**config.mk**
```make
export PLATFORM = sky130hd
export DESIGN_NAME = video_timing_pattern_gen
export DESIGN_NICKNAME = d
export VERILOG_FILES = /design/src/rtl/video_timing_pattern_gen.sv
export SDC_FILE = /design/constraint.sdc
export NUM_CORES = 1
export LEC_CHECK = 0
export ABC_AREA = 0
export ABC_CLOCK_PERIOD_IN_PS = 3100
export BUFFER_PORTS_ARGS = -buffer_cell sky130_fd_sc_hd__buf_4
export CAP_MARGIN = 40
export CORE_ASPECT_RATIO = 2
export CORE_MARGIN = 5
export CORE_UTILIZATION = 50
export CTS_BUF_LIST = sky130_fd_sc_hd__clkbuf_8
export DETAILED_ROUTE_END_ITERATION = 10
export PLACE_DENSITY = 0.72
export SLEW_MARGIN = 10
export SYNTH_ARGS = -nofsm -noshare
export SYNTH_HDL_FRONTEND = slang
export SYNTH_SLANG_ARGS = --single-unit
```
**constraint.sdc**
```tcl
create_clock -name clk -period 3.1 [get_ports clk]
set_clock_uncertainty 0.15 [all_clocks]
set_input_delay 0.31 -clock clk [delete_from_list [all_inputs] [get_ports clk]]
set_output_delay 0.31 -clock clk [all_outputs]
set_load 0.01 [all_outputs]
```
**src/rtl/video_timing_pattern_gen.sv**
```systemverilog
// Free-running raster timing generator with a selectable built-in test pattern.
// Every output is registered from the same counter state, so they are mutually aligned.
module video_timing_pattern_gen #(
    parameter int H_ACTIVE = 1280,
    parameter int H_FP     = 110,
    parameter int H_SYNC   = 40,
    parameter int H_BP     = 220,
    parameter int V_ACTIVE = 720,
    parameter int V_FP     = 5,
    parameter int V_SYNC   = 5,
    parameter int V_BP     = 20,
    parameter bit HS_POL   = 1'b1,
    parameter bit VS_POL   = 1'b1
) (
    input  logic        clk,
    input  logic        rst,
    input  logic [1:0]  pattern_sel,
    input  logic [23:0] solid_color,
    output logic        o_hs,
    output logic        o_vs,
    output logic        o_de,
    output logic [11:0] o_x,
    output logic [11:0] o_y,
    output logic [23:0] o_data,
    output logic        o_frame_start
);

    localparam int H_TOTAL = H_ACTIVE + H_FP + H_SYNC + H_BP;
    localparam int V_TOTAL = V_ACTIVE + V_FP + V_SYNC + V_BP;

    localparam logic [11:0] H_ACT_C  = 12'(H_ACTIVE);
    localparam logic [11:0] H_LAST_C = 12'(H_TOTAL - 1);
    localparam logic [11:0] HS_BEG_C = 12'(H_ACTIVE + H_FP);
    localparam logic [11:0] HS_END_C = 12'(H_ACTIVE + H_FP + H_SYNC - 1);
    localparam logic [11:0] V_ACT_C  = 12'(V_ACTIVE);
    localparam logic [11:0] V_LAST_C = 12'(V_TOTAL - 1);
    localparam logic [11:0] VS_BEG_C = 12'(V_ACTIVE + V_FP);
    localparam logic [11:0] VS_END_C = 12'(V_ACTIVE + V_FP + V_SYNC - 1);
    localparam logic [11:0] BAR_LAST_C = 12'(H_ACTIVE / 8 - 1);

    function automatic logic [2:0] bar_sat_inc(input logic [2:0] b);
        return (b == 3'd7) ? b : b + 3'd1;
    endfunction

    function automatic logic [23:0] bar_color(input logic [2:0] idx);
        case (idx)
            3'd0:    return 24'hFFFFFF;
            3'd1:    return 24'hFFFF00;
            3'd2:    return 24'h00FFFF;
            3'd3:    return 24'h00FF00;
            3'd4:    return 24'hFF00FF;
            3'd5:    return 24'hFF0000;
            3'd6:    return 24'h0000FF;
            default: return 24'h000000;
        endcase
    endfunction

    logic [11:0] h_q, h_d, v_q, v_d, pix_q, pix_d;
    logic [2:0]  bar_q, bar_d;
    logic [1:0]  sel_q, sel_d;
    logic [23:0] solid_q, solid_d;
    logic        hs_d, vs_d, de_d, fs_d, act_h, act_v;
    logic [11:0] x_d, y_d;
    logic [23:0] pat, data_d;

    always_comb begin
        h_d     = (h_q == H_LAST_C) ? 12'd0 : h_q + 12'd1;
        v_d     = v_q;
        if (h_q == H_LAST_C) begin
            v_d = (v_q == V_LAST_C) ? 12'd0 : v_q + 12'd1;
        end

        // Pattern settings are latched at the top-left corner; the corner pixel itself
        // already uses the freshly sampled values.
        sel_d   = sel_q;
        solid_d = solid_q;
        if (h_q == 12'd0 && v_q == 12'd0) begin
            sel_d   = pattern_sel;
            solid_d = solid_color;
        end

        pix_d = pix_q;
        bar_d = bar_q;
        if (h_q == H_LAST_C) begin
            pix_d = 12'd0;
            bar_d = 3'd0;
        end else if (h_q < H_ACT_C) begin
            if (pix_q == BAR_LAST_C) begin
                pix_d = 12'd0;
                bar_d = bar_sat_inc(bar_q);
            end else begin
                pix_d = pix_q + 12'd1;
            end
        end

        act_h = (h_q < H_ACT_C);
        act_v = (v_q < V_ACT_C);
        de_d  = act_h && act_v;
        x_d   = act_h ? h_q : 12'd0;
        y_d   = act_v ? v_q : 12'd0;
        hs_d  = (h_q >= HS_BEG_C && h_q <= HS_END_C) ? HS_POL : ~HS_POL;
        vs_d  = (v_q >= VS_BEG_C && v_q <= VS_END_C) ? VS_POL : ~VS_POL;

        case (sel_d)
            2'd0:    pat = bar_color(bar_q);
            2'd1:    pat = (x_d[4:0] == 5'd0 || y_d[4:0] == 5'd0) ? 24'hFFFFFF : 24'h000000;
            2'd2:    pat = {x_d[7:0], y_d[7:0], 8'h80};
            default: pat = solid_d;
        endcase
        data_d = de_d ? pat : 24'h000000;
        fs_d   = de_d && (x_d == 12'd0) && (y_d == 12'd0);
    end

    always_ff @(posedge clk) begin
        if (rst) begin
            h_q           <= 12'd0;
            v_q           <= 12'd0;
            pix_q         <= 12'd0;
            bar_q         <= 3'd0;
            sel_q         <= 2'd0;
            solid_q       <= 24'h000000;
            o_hs          <= ~HS_POL;
            o_vs          <= ~VS_POL;
            o_de          <= 1'b0;
            o_x           <= 12'd0;
            o_y           <= 12'd0;
            o_data        <= 24'h000000;
            o_frame_start <= 1'b0;
        end else begin
            h_q           <= h_d;
            v_q           <= v_d;
            pix_q         <= pix_d;
            bar_q         <= bar_d;
            sel_q         <= sel_d;
            solid_q       <= solid_d;
            o_hs          <= hs_d;
            o_vs          <= vs_d;
            o_de          <= de_d;
            o_x           <= x_d;
            o_y           <= y_d;
            o_data        <= data_d;
            o_frame_start <= fs_d;
        end
    end

endmodule

```
==> results of run 1 <==
## state kept, by name, indices dropped and copies added (netlist names), 3 cells and up
name and flops:
v_q 12, o_x 12, h_q 12, o_data 24, pix_q 12, solid_q 24
o_y 12, bar_q 3
## layout by cell type, fill, tap and decap left out, types with 4 or more instances in the layout
cell type / instances
sky130_fd_sc_hd__a21oi_1: 24
sky130_fd_sc_hd__a31oi_1: 20
sky130_fd_sc_hd__and2_1: 18
sky130_fd_sc_hd__and3_1: 19
sky130_fd_sc_hd__buf_4: 89
sky130_fd_sc_hd__clkbuf_8: 18
sky130_fd_sc_hd__clkinv_2: 5
sky130_fd_sc_hd__dfxtp_1: 117
sky130_fd_sc_hd__dlygate4sd3_1: 23
sky130_fd_sc_hd__ha_1: 15
sky130_fd_sc_hd__inv_1: 16
sky130_fd_sc_hd__mux2i_1: 10
sky130_fd_sc_hd__nand2_1: 59
sky130_fd_sc_hd__nand3_1: 23
sky130_fd_sc_hd__nand4_1: 16
sky130_fd_sc_hd__nor2_1: 67
sky130_fd_sc_hd__nor2b_1: 4
sky130_fd_sc_hd__nor3_1: 15
sky130_fd_sc_hd__nor3_2: 4
sky130_fd_sc_hd__o211ai_1: 7
sky130_fd_sc_hd__o21ai_0: 27
sky130_fd_sc_hd__o21ai_1: 4
sky130_fd_sc_hd__o311ai_1: 16
sky130_fd_sc_hd__xnor2_1: 9
sky130_fd_sc_hd__xor2_1: 22
## cell type report
class                           count  area, um^2
Antenna cell                        1        2.50
Clock buffer                       18         248
Clock inverter                     13         119
Fill cell                         884        3720
Inverter                           13        48.8
Multi-Input combinational cell    421        2580
Sequential cell                   117        2340
Tap cell                          135         169
Timing Repair Buffer              113         918
## kinds of logic (layout without fill, tap and decap cells)
logic type	after synthesis	count (layout)
AO/OA/AOI/OAI	112	112
multiplexers	10	10
flip-flops	117	117
AND/OR/NAND/NOR	250	250
adder cells (fa/ha/maj)	15	15
XOR/XNOR	31	31
other	1	4
buffers and inverters	55	157
## final timing paths
path                            end  slack [ns]  cells past startpoint
max           o_data[21]$_SDFF_PP0_        0.59                      8
min          solid_q[13]$_SDFF_PP0_        0.01                      3
max reg2reg   o_data[21]$_SDFF_PP0_        0.59                      8
min reg2reg  solid_q[10]$_SDFF_PP0_        0.30                      2
## routing by layer
layer | wire length, um | vias up
met2 | 7690 | 181
met1 | 5080 | 2216
met5 | 0 | -
met3 | 721 | 44
met4 | 452 | 0
li1 | - | 2274
## power groups by stage
| stage | sequential [mW] | combinational, mW | clock [mW] |
|---|---|---|---|
| 5_1_grt | 1.66 | 0.533 | 1.40 |
| 6_report | 1.65 | 0.492 | 1.31 |
| 3_5_place_dp | 1.69 | 0.464 | 0 |
| 2_1_floorplan | 1.70 | 0.248 | 0 |
| 3_3_place_gp | 1.68 | 0.456 | 0 |
| 4_1_cts | 1.65 | 0.490 | 1.33 |
## stage by stage
step           hold slack, ns  instances  instance area, um^2  worst slack [ns]  total power, mW
6_report               0.0104        831                 6430             0.593             3.46
5_1_grt               0.00952        830                 6420             0.497             3.60
4_1_cts              0.000508        830                 6420             0.645             3.47
3_5_place_dp            0.295        776                 5830             0.652             2.15
3_3_place_gp            0.289        776                 5830             0.680             2.14
2_1_floorplan           0.282        593                 5170             0.946             1.95
## critical path, delay by kind of cell, from the launching register on
| family | cells | cell delay (ns) |
|---|---|---|
| flops | 1 | 0.40 |
| compound gates | 2 | 0.53 |
| buf+inv | 2 | 0.32 |
| simple gates | 3 | 0.78 |
| fa+ha+maj | 1 | 0.16 |
==> results.json, run 1 <==
{
  "cts-buffers-inserted": 17,
  "num_io_pins": 80,
  "worst-setup-path-type": "reg -> reg",
  "post_synthesis_compound_gate_area_fraction_pct": 14.0,
  "use_met3_pct": 5.21,
  "placement_rows": 52,
  "p_seq_share_pct": 47.9,
  "max_stage_delay_ns": 0.45,
  "synth_area_leader_cell": "sky130_fd_sc_hd__dfxtp_1",
  "tightestPinTransition_ns": 0.759,
  "critical_path.cell_chain": "inv_1, ha_1, and3b_1, nand2_1, or3_1, buf_12, o311ai_1, a31oi_1",
  "net-switching-power_mw": 0.920,
  "comb_power_share_pct": 14.2,
  "detail_route.wl_per_cell_um": 16.8,
  "crit_path_start_kind": "flop",
  "final_period_minus_worst_setup_slack_ns": 2.51,
  "report.final.setup_viol": 0,
  "yosys_register_bits": 117,
  "core-area_um2": 10100,
  "die-area_um2": 12600,
  "timing.critical_path.arrival_ns": 2.66,
  "detail_route.iter0.violations": 333,
  "cts_htree_levels": 4,
  "area.growth.synth_to_final_pct": 24.6,
  "portBuffers": 79,
  "power-per-cell-area_nw_per_um2": 538,
  "cts_tree": "done",
  "p_leak_nw": 2.73,
  "syn_inst": 591,
  "netlist_area_um2": 5160,
  "maxSlewHeadroom_pct": 49.3,
  "grt_pass1_vias": 4575,
  "asyncSetResetFlopFracSynth_pct": 0,
  "max-cap-violations": 0,
  "timing.final.hold_violations": 0,
  "layout.core_utilization_pct": 63.3,
  "routed-via-count": 4715,
  "gp_congestion": 0.915,
  "tns_ns": 0,
  "grt_start_max_net_pins": 45,
  "fp.dieW_um": 81.8,
  "timing.critical_path.fanout_max": 44,
  "busiest_layer": "met2",
  "intPower_mw": 2.54,
  "ctsResizeCount": 0,
  "final_net_count": 726,
  "synth_seq_area_share_pct": 45.4,
  "hold_path.startpoint": "solid_color[13]",
  "grt_first_pass_wirelength_mm": 22.3,
  "initial_utilization_pct": 50.8,
  "cts_num_sinks": 117,
  "grt_antenna_before_repair": 0,
  "wirelength_mm": 13.9,
  "die_h_um": 154,
  "start_point_of_the_critical_path": "v_q[0]$_SDFFE_PP0P_",
  "min-delay-path-class": "in -> reg",
  "yosys-top-cells-count": "117 x sky130_fd_sc_hd__dfxtp_1, 67 x sky130_fd_sc_hd__nor2_1, 59 x sky130_fd_sc_hd__nand2_1",
  "critPathRequiredTime_ns": 3.25,
  "report.final.slew_viol_count": 0,
  "first_pass_iters": 5,
  "kind_of_end_point_of_the_critical_path": "flop",
  "regToRegStartpoint": "v_q[0]$_SDFFE_PP0P_",
  "dp_hpwl_mm": 9.91,
  "synth_top_family_by_area": "simple AND/OR/NAND/NOR gates",
  "grtUsageMet1_pct": 23.7,
  "synth-simple-area-share_pct": 24.9,
  "clock.fmax_mhz": 399,
  "synth-edff-count": 0,
  "post_synth_fa_ha_maj_area_fraction_pct": 3.64,
  "netlist_top_cells_area": "sky130_fd_sc_hd__dfxtp_1 45%, sky130_fd_sc_hd__nor2_1 4.9%, sky130_fd_sc_hd__nand2_1 4.3%, sky130_fd_sc_hd__xor2_1 3.7%, sky130_fd_sc_hd__ha_1 3.6%",
  "synth_cell_type_count": 54,
  "avgViaCountPerCell": 5.67,
  "pwr-share-clk_pct": 37.9,
  "cts.reportedPaths.clkPinSlew_ns": 0.07,
  "total_of_hold_buffers_inserted_after_clock_tree_synthesis": 23,
  "outcome": "completed",
  "drt_drc_violations_left": 0,
  "synthesis.area_per_instance_um2": 8.73,
  "setup_repair_after_global_routing_missed_its_margin": "false",
  "grt_overflow": 0,
  "synthMostInstantiatedCell": "sky130_fd_sc_hd__dfxtp_1",
  "postCtsSetupRepairBufs": 0,
  "ys_dominant_reg_cell": "sky130_fd_sc_hd__dfxtp_1",
  "yosys.area_share.xor_xnor_pct": 5.26,
  "finalCritPeriodShare_pct": 80.9,
  "ant_nets_after_route": 0,
  "final_layout_size_suffix_gt1_share_pct": 18.7,
  "synth_warnings": 0,
  "clock_path_buffers": 2,
  "grt_util_met2_pct": 41.5,
  "track_usage_pct": 22.9,
  "yosys.area.top_type_share_pct": 45.4,
  "vdd.ir_drop.worst_v": 0.000295,
  "cts-root-buf": "sky130_fd_sc_hd__clkbuf_8",
  "p_sw_share_pct": 26.6,
  "slowest_stage": "sky130_fd_sc_hd__o311ai_1",
  "synth.mux.area_fraction_pct": 1.94,
  "clock_network_latency_to_the_later_pin_of_the_worst_skew_pair_ns": 0.45
}
(Power assumes the default switching activity.)
==> inputs of run 2 (changes only) <==
--- a/config.mk
+++ b/config.mk
@@ -6,7 +6,7 @@
 export NUM_CORES = 1
 export LEC_CHECK = 0
 export ABC_AREA = 0
-export ABC_CLOCK_PERIOD_IN_PS = 3100
+export ABC_CLOCK_PERIOD_IN_PS = 2610
 export BUFFER_PORTS_ARGS = -buffer_cell sky130_fd_sc_hd__buf_4
 export CAP_MARGIN = 40
 export CORE_ASPECT_RATIO = 2
==> constraint.sdc (replaced) <==
create_clock -name clk -period 2.61 [get_ports clk]
set_clock_uncertainty 0.15 [all_clocks]
set_input_delay 0.261 -clock clk [delete_from_list [all_inputs] [get_ports clk]]
set_output_delay 0.261 -clock clk [all_outputs]
set_load 0.01 [all_outputs]
==> run 2 against run 1 <==
Worst hold slack gained 0.10 ns; maximum frequency grew 0.38%; die area unchanged; core utilization increased by 2.6 points; cell area up 4.0%; critical path depth is 2 lower; register-to-register slack worse by 0.48 ns; non-clock buffer count grew 23; first-iteration DRC count is 28% higher; sequential share of layout area decreased by 1.4 points; sequential power grew 19%; critical endpoint is now o_data[11]$_SDFF_PP0_; largest cell class unchanged.
==> results.json, run 2 (same netlist as run 1, synthesis figures left out) <==
{
  "hold_critical_path_depth": 2,
  "slowest_stage": "sky130_fd_sc_hd__o311ai_1",
  "p_leak_nw": 2.88,
  "tightestPinTransition_ns": 0.679,
  "cts_num_sinks": 117,
  "dp_hpwl_mm": 10.3,
  "cts-root-buf": "sky130_fd_sc_hd__clkbuf_8",
  "first_pass_iters": 6,
  "clock_path_buffers": 2,
  "die_h_um": 154,
  "clock.fmax_mhz": 400,
  "comb_power_share_pct": 13.8,
  "worst-setup-path-type": "reg -> reg",
  "area.growth.synth_to_final_pct": 29.6,
  "net-switching-power_mw": 1.10,
  "kind_of_end_point_of_the_critical_path": "flop",
  "min-delay-path-class": "in -> reg",
  "portBuffers": 79,
  "final_net_count": 749,
  "most-common-layout-cells": "117 x sky130_fd_sc_hd__dfxtp_1, 110 x sky130_fd_sc_hd__buf_4, 67 x sky130_fd_sc_hd__nor2_1, 59 x sky130_fd_sc_hd__nand2_1, 27 x sky130_fd_sc_hd__o21ai_0",
  "tns_ns": 0,
  "grt_overflow": 0,
  "final.hold.worst_slack_ns": 0.111,
  "timing.critical_path.fanout_max": 44,
  "reg.largest.list": "o_data: 24 flops, solid_q: 24 flops",
  "fp.dieW_um": 81.8,
  "placement_rows": 52,
  "core-area_um2": 10100,
  "grt_start_max_net_pins": 45,
  "cts.reportedPaths.clkPinSlew_ns": 0.07,
  "drt_drc_violations_left": 0,
  "p_sw_share_pct": 25.1,
  "cts-buffers-inserted": 17,
  "detail_route.wl_per_cell_um": 17.0,
  "track_usage_pct": 23.5,
  "hold_path.startpoint": "rst",
  "cts_tree": "done",
  "num_io_pins": 80,
  "final_period_minus_worst_setup_slack_ns": 2.50,
  "rrSetupSlack_ns": 0.11,
  "antenna-diode-count": 0,
  "max-cap-violations": 0,
  "detail_route.iter0.violations": 425,
  "leading_cell_type_in_the_layout_fill_and_taps_excluded": "sky130_fd_sc_hd__dfxtp_1",
  "critPathRequiredTime_ns": 2.76,
  "report.final.slew_viol_count": 0,
  "timing.hold.worst_endpoint": "solid_q[5]$_SDFF_PP0_",
  "regToRegStartpoint": "v_q[5]$_SDFFE_PP0P_",
  "setup_repair_after_global_routing_missed_its_margin": "false",
  "initial_utilization_pct": 50.8,
  "die-area_um2": 12600,
  "grt_pass1_vias": 4803,
  "pwr-share-clk_pct": 41.3,
  "vdd.ir_drop.worst_v": 0.000380,
  "power-per-cell-area_nw_per_um2": 653,
  "cts_htree_levels": 4,
  "final_layout_size_suffix_gt1_share_pct": 21.6,
  "maxSlewHeadroom_pct": 54.4,
  "p_seq_share_pct": 44.8,
  "grt_antenna_before_repair": 0,
  "crit_path_start_kind": "flop",
  "report.final.setup_viol": 0,
  "timing.critical_path.arrival_ns": 2.65,
  "routed-via-count": 4769,
  "ant_nets_after_route": 0,
  "timing.final.hold_violations": 0,
  "avgViaCountPerCell": 5.59,
  "power_mw": 4.37,
  "grt_first_pass_wirelength_mm": 22.8,
  "worst-r2r-cell-count": 6,
  "finalCritPeriodShare_pct": 95.7,
  "wirelength_mm": 14.5,
  "max_stage_delay_ns": 0.48,
  "outcome": "completed",
  "gp_congestion": 0.907,
  "intPower_mw": 3.27,
  "timing.rr.end": "o_data[11]$_SDFF_PP0_",
  "clock_network_latency_to_the_later_pin_of_the_worst_skew_pair_ns": 0.44,
  "critical_path.cell_chain": "nor4_4, nand3_2, or3_1, buf_4, o311ai_1, a31oi_1"
}
==> run 2: cell types whose count changed in the layout (fill, tap and decap cells not counted), sizes merged <==
cell,change
clkbuf,+2
buf,+20
clkinvlp,-2
bufinv,+2
inv,-2
diode,-1
dlygate4sd3,+3
==> run 2: worst max path at each step <==
stage | slack [ns] | to | depth (start not counted) | start
detailed placement | 0.13 | o_data[14]$_SDFF_PP0_ | 6 | v_q[10]$_SDFFE_PP0P_
finish | 0.11 | o_data[11]$_SDFF_PP0_ | 6 | v_q[5]$_SDFFE_PP0P_
floorplan | 0.46 | o_data[12]$_SDFF_PP0_ | 7 | v_q[5]$_SDFFE_PP0P_
global route | 0.02 | o_data[6]$_SDFF_PP0_ | 8 | v_q[1]$_SDFFE_PP0P_
global placement | 0.14 | o_data[13]$_SDFF_PP0_ | 6 | v_q[5]$_SDFFE_PP0P_
CTS | 0.09 | o_data[14]$_SDFF_PP0_ | 6 | v_q[10]$_SDFFE_PP0P_
==> run 2: what timing repair did <==
action                                  4_1_cts  5_1_grt
hold endpoints to repair                     26        0
endpoints found under the setup margin        0        5
resized for setup                             0        4
hold buffers                                 26        0
buffers inserted                              0        0
==> run 2: cell type report <==
cell class | count | area [um^2]
clock buffer | 20 | 275
clock inverter | 11 | 156
fill | 837 | 3460
inverter | 13 | 48.8
multi-input combinational | 421 | 2610
sequential | 117 | 2340
tap | 135 | 169
timing repair buffer | 136 | 1090
==> run 2: metrics by stage <==
| step | cell area (um^2) | worst slack (ns) | util [%] | std cells |
|---|---|---|---|---|
| after floorplan | 5170 | 0.456 | - | 593 |
| after global placement | 5970 | 0.144 | 58.8 | 796 |
| after detailed placement | 5970 | 0.134 | 58.8 | 796 |
| after CTS | 6660 | 0.0923 | 65.6 | 853 |
| after global routing | 6690 | 0.0171 | 65.9 | 853 |
| final | 6690 | 0.113 | 65.9 | 853 |
==> run 2: power groups by stage <==
stage	clock network (mW)	logic, mW	registers, mW
global placement	0	0.547	1.99
finish	1.80	0.604	1.96
global route	1.91	0.653	1.97
detailed placement	0	0.560	2.00
CTS	1.83	0.595	1.96
floorplan	0	0.294	2.02
==> run 2: worst max-delay path, delay by kind of cell, from the launching register on <==
kind | cells | cell delay, ns
buffers and inverters | 1 | 0.29
DFF | 1 | 0.35
and+or+nand+nor | 3 | 1.01
AOI/OAI and AO/OA | 2 | 0.55
==> run 2: metal layers <==
metal | vias up | global-route usage (%) | part of all wire (%)
li1 | 2306 | - | -
met5 | - | 0 | 0
met1 | 2223 | 22.8 | 35
met3 | 65 | 5.91 | 5.7
met4 | 0 | 13.7 | 4.7
met2 | 175 | 42.8 | 55
==> inputs of run 3 (changes only) <==
--- a/config.mk
+++ b/config.mk
@@ -7,14 +7,13 @@
 export LEC_CHECK = 0
 export ABC_AREA = 0
 export ABC_CLOCK_PERIOD_IN_PS = 2610
-export BUFFER_PORTS_ARGS = -buffer_cell sky130_fd_sc_hd__buf_4
 export CAP_MARGIN = 40
 export CORE_ASPECT_RATIO = 2
 export CORE_MARGIN = 5
-export CORE_UTILIZATION = 50
+export CORE_UTILIZATION = 35
 export CTS_BUF_LIST = sky130_fd_sc_hd__clkbuf_8
 export DETAILED_ROUTE_END_ITERATION = 10
-export PLACE_DENSITY = 0.72
+export DONT_BUFFER_PORTS = 1
 export SLEW_MARGIN = 10
 export SYNTH_ARGS = -nofsm -noshare
 export SYNTH_HDL_FRONTEND = slang
==> run 3 against run 2 <==
Setup slack better by 0.026 ns; clock power hardly changed; power is 3.3% lower; die area is 39% higher; register-to-register slack better by 0.03 ns; combinational power is 29% lower; sequential share of layout area is 2.8 points higher; highest routed layer unchanged; critical path depth is 2 higher.
==> results.json, run 3 (same netlist as run 1, synthesis figures left out) <==
{
  "outcome": "completed",
  "dp_hpwl_mm": 10.9,
  "critPathRequiredTime_ns": 2.74,
  "power_mw": 4.22,
  "antenna-diode-count": 0,
  "crit_path_start_kind": "flop",
  "first_pass_iters": 4,
  "gp_congestion": 0.925,
  "final.setup.worst_slack_ns": 0.139,
  "grt_start_max_net_pins": 45,
  "grt_first_pass_wirelength_mm": 23.1,
  "fp.dieW_um": 95.9,
  "area.growth.synth_to_final_pct": 20.2,
  "reg.largest.list": "o_data: 24 flops, solid_q: 24 flops",
  "clock_path_buffers": 2,
  "report.final.slew_viol_count": 0,
  "worst-setup-path-type": "reg -> reg",
  "cts.reportedPaths.clkPinSlew_ns": 0.07,
  "report.final.setup_viol": 0,
  "vdd.ir_drop.worst_v": 0.000279,
  "seq_area_um2": 2340,
  "pwr-share-clk_pct": 42.3,
  "comb_power_share_pct": 10.2,
  "use_met3_pct": 4.23,
  "setup_repair_after_global_routing_missed_its_margin": "false",
  "cts_htree_levels": 4,
  "detail_route.iter0.violations": 272,
  "multi_input_area_um2": 2580,
  "final_net_count": 675,
  "initial_utilization_pct": 35.8,
  "wirelength_mm": 14.7,
  "die-area_um2": 17400,
  "cts_num_sinks": 117,
  "maxSlewHeadroom_pct": 57.1,
  "p_sw_share_pct": 27.1,
  "grt_antenna_before_repair": 0,
  "finalCritPeriodShare_pct": 94.7,
  "clock.fmax_mhz": 405,
  "tightestPinTransition_ns": 0.638,
  "post-place-ws_ns": 0.190,
  "timing.final.hold_violations": 0,
  "max-cap-violations": 0,
  "kind_of_end_point_of_the_critical_path": "flop",
  "grt_pass1_vias": 4560,
  "die_h_um": 182,
  "most-common-layout-cells": "117 x sky130_fd_sc_hd__dfxtp_1, 67 x sky130_fd_sc_hd__nor2_1, 59 x sky130_fd_sc_hd__nand2_1, 33 x sky130_fd_sc_hd__buf_4",
  "min-delay-path-class": "in -> reg",
  "num_io_pins": 80,
  "net-switching-power_mw": 1.14,
  "avgViaCountPerCell": 5.29,
  "power-per-cell-area_nw_per_um2": 681,
  "leading_cell_type_in_the_layout_fill_and_taps_excluded": "sky130_fd_sc_hd__dfxtp_1",
  "busiest_layer": "met2",
  "placement_rows": 62,
  "portBuffers": 0,
  "tns_ns": 0,
  "final_layout_size_suffix_gt1_share_pct": 12.2,
  "drt_drc_violations_left": 0,
  "cts-buffers-inserted": 17,
  "routed-via-count": 4424,
  "timing.critical_path.arrival_ns": 2.60,
  "timing.critical_path.fanout_max": 44,
  "detail_route.wl_per_cell_um": 17.5,
  "final_period_minus_worst_setup_slack_ns": 2.47,
  "grtUsageMet1_pct": 16.5,
  "core-area_um2": 14400,
  "grt_overflow": 0,
  "cts_tree": "done",
  "cts-root-buf": "sky130_fd_sc_hd__clkbuf_8",
  "postCtsSetupRepairBufs": 0,
  "number_of_fill_cells": 1454,
  "p_leak_nw": 2.49,
  "ant_nets_after_route": 0,
  "clock_network_latency_to_the_later_pin_of_the_worst_skew_pair_ns": 0.44,
  "track_usage_pct": 17.3,
  "intPower_mw": 3.08,
  "p_seq_share_pct": 47.5,
  "grt_util_met2_pct": 32.0
}
## run 3: worst max-delay path, stage by stage (launching register included)
cell	delay, ns
sky130_fd_sc_hd__dfxtp_1	0.31
sky130_fd_sc_hd__inv_1	0.11
sky130_fd_sc_hd__ha_1	0.17
sky130_fd_sc_hd__and3b_1	0.22
sky130_fd_sc_hd__nand2_1	0.14
sky130_fd_sc_hd__or3_1	0.43
sky130_fd_sc_hd__buf_12	0.20
sky130_fd_sc_hd__o311ai_1	0.45
sky130_fd_sc_hd__a31oi_1	0.12
## run 3: layout make-up
cell class | count | area share, %
clock buffer | 19 | 4.22
clock inverter | 13 | 2.72
inverter | 13 | 0.787
multi-input combinational | 421 | 41.6
sequential | 117 | 37.8
tap | 192 | 3.87
timing repair buffer | 62 | 9.00
## run 3: worst paths after layout
kind                            endpoint  slack, ns  cells past startpoint                    from
setup / recovery    o_data[9]$_SDFF_PP0_       0.14                      8     v_q[1]$_SDFFE_PP0P_
hold / removal     o_data[10]$_SDFF_PP0_       0.03                      2         solid_color[10]
setup reg to reg    o_data[9]$_SDFF_PP0_       0.14                      8     v_q[1]$_SDFFE_PP0P_
hold reg to reg   solid_q[16]$_SDFF_PP0_       0.31                      2  solid_q[16]$_SDFF_PP0_
## run 3: timing repair
| action | in CTS | in global routing |
|---|---|---|
| gates resized for setup | 0 | 0 |
| hold buffers | 28 | 0 |
| hold endpoints to repair | 77 | 0 |
## run 3: power groups by stage
stage | registers, mW | clock network (mW) | logic (mW)
2_1_floorplan | 2.02 | 0 | 0.294
3_3_place_gp | 2.05 | 0 | 0.364
3_5_place_dp | 2.05 | 0 | 0.374
4_1_cts | 2.01 | 1.83 | 0.428
5_1_grt | 2.02 | 1.90 | 0.472
6_report | 2.01 | 1.79 | 0.429
## run 3: stage by stage
stage	util, %	cell area [um^2]	hold WS, ns	std cells
after floorplan	-	5170	0.251	593
after global placement	38.0	5480	0.197	777
after detailed placement	38.0	5480	0.200	777
after CTS	43.0	6200	0.00183	837
after global routing	43.0	6200	0.0149	837
final	43.0	6200	0.0304	837
## run 3: per-layer routing
layer  up-vias  share of wire (%)  routed length (um)
li1       2164                  -                   -
met1      2057                 35                5060
met2       154                 56                8160
met3        49                5.0                 738
met4         0                4.8                 709
met5         -                  0                   0
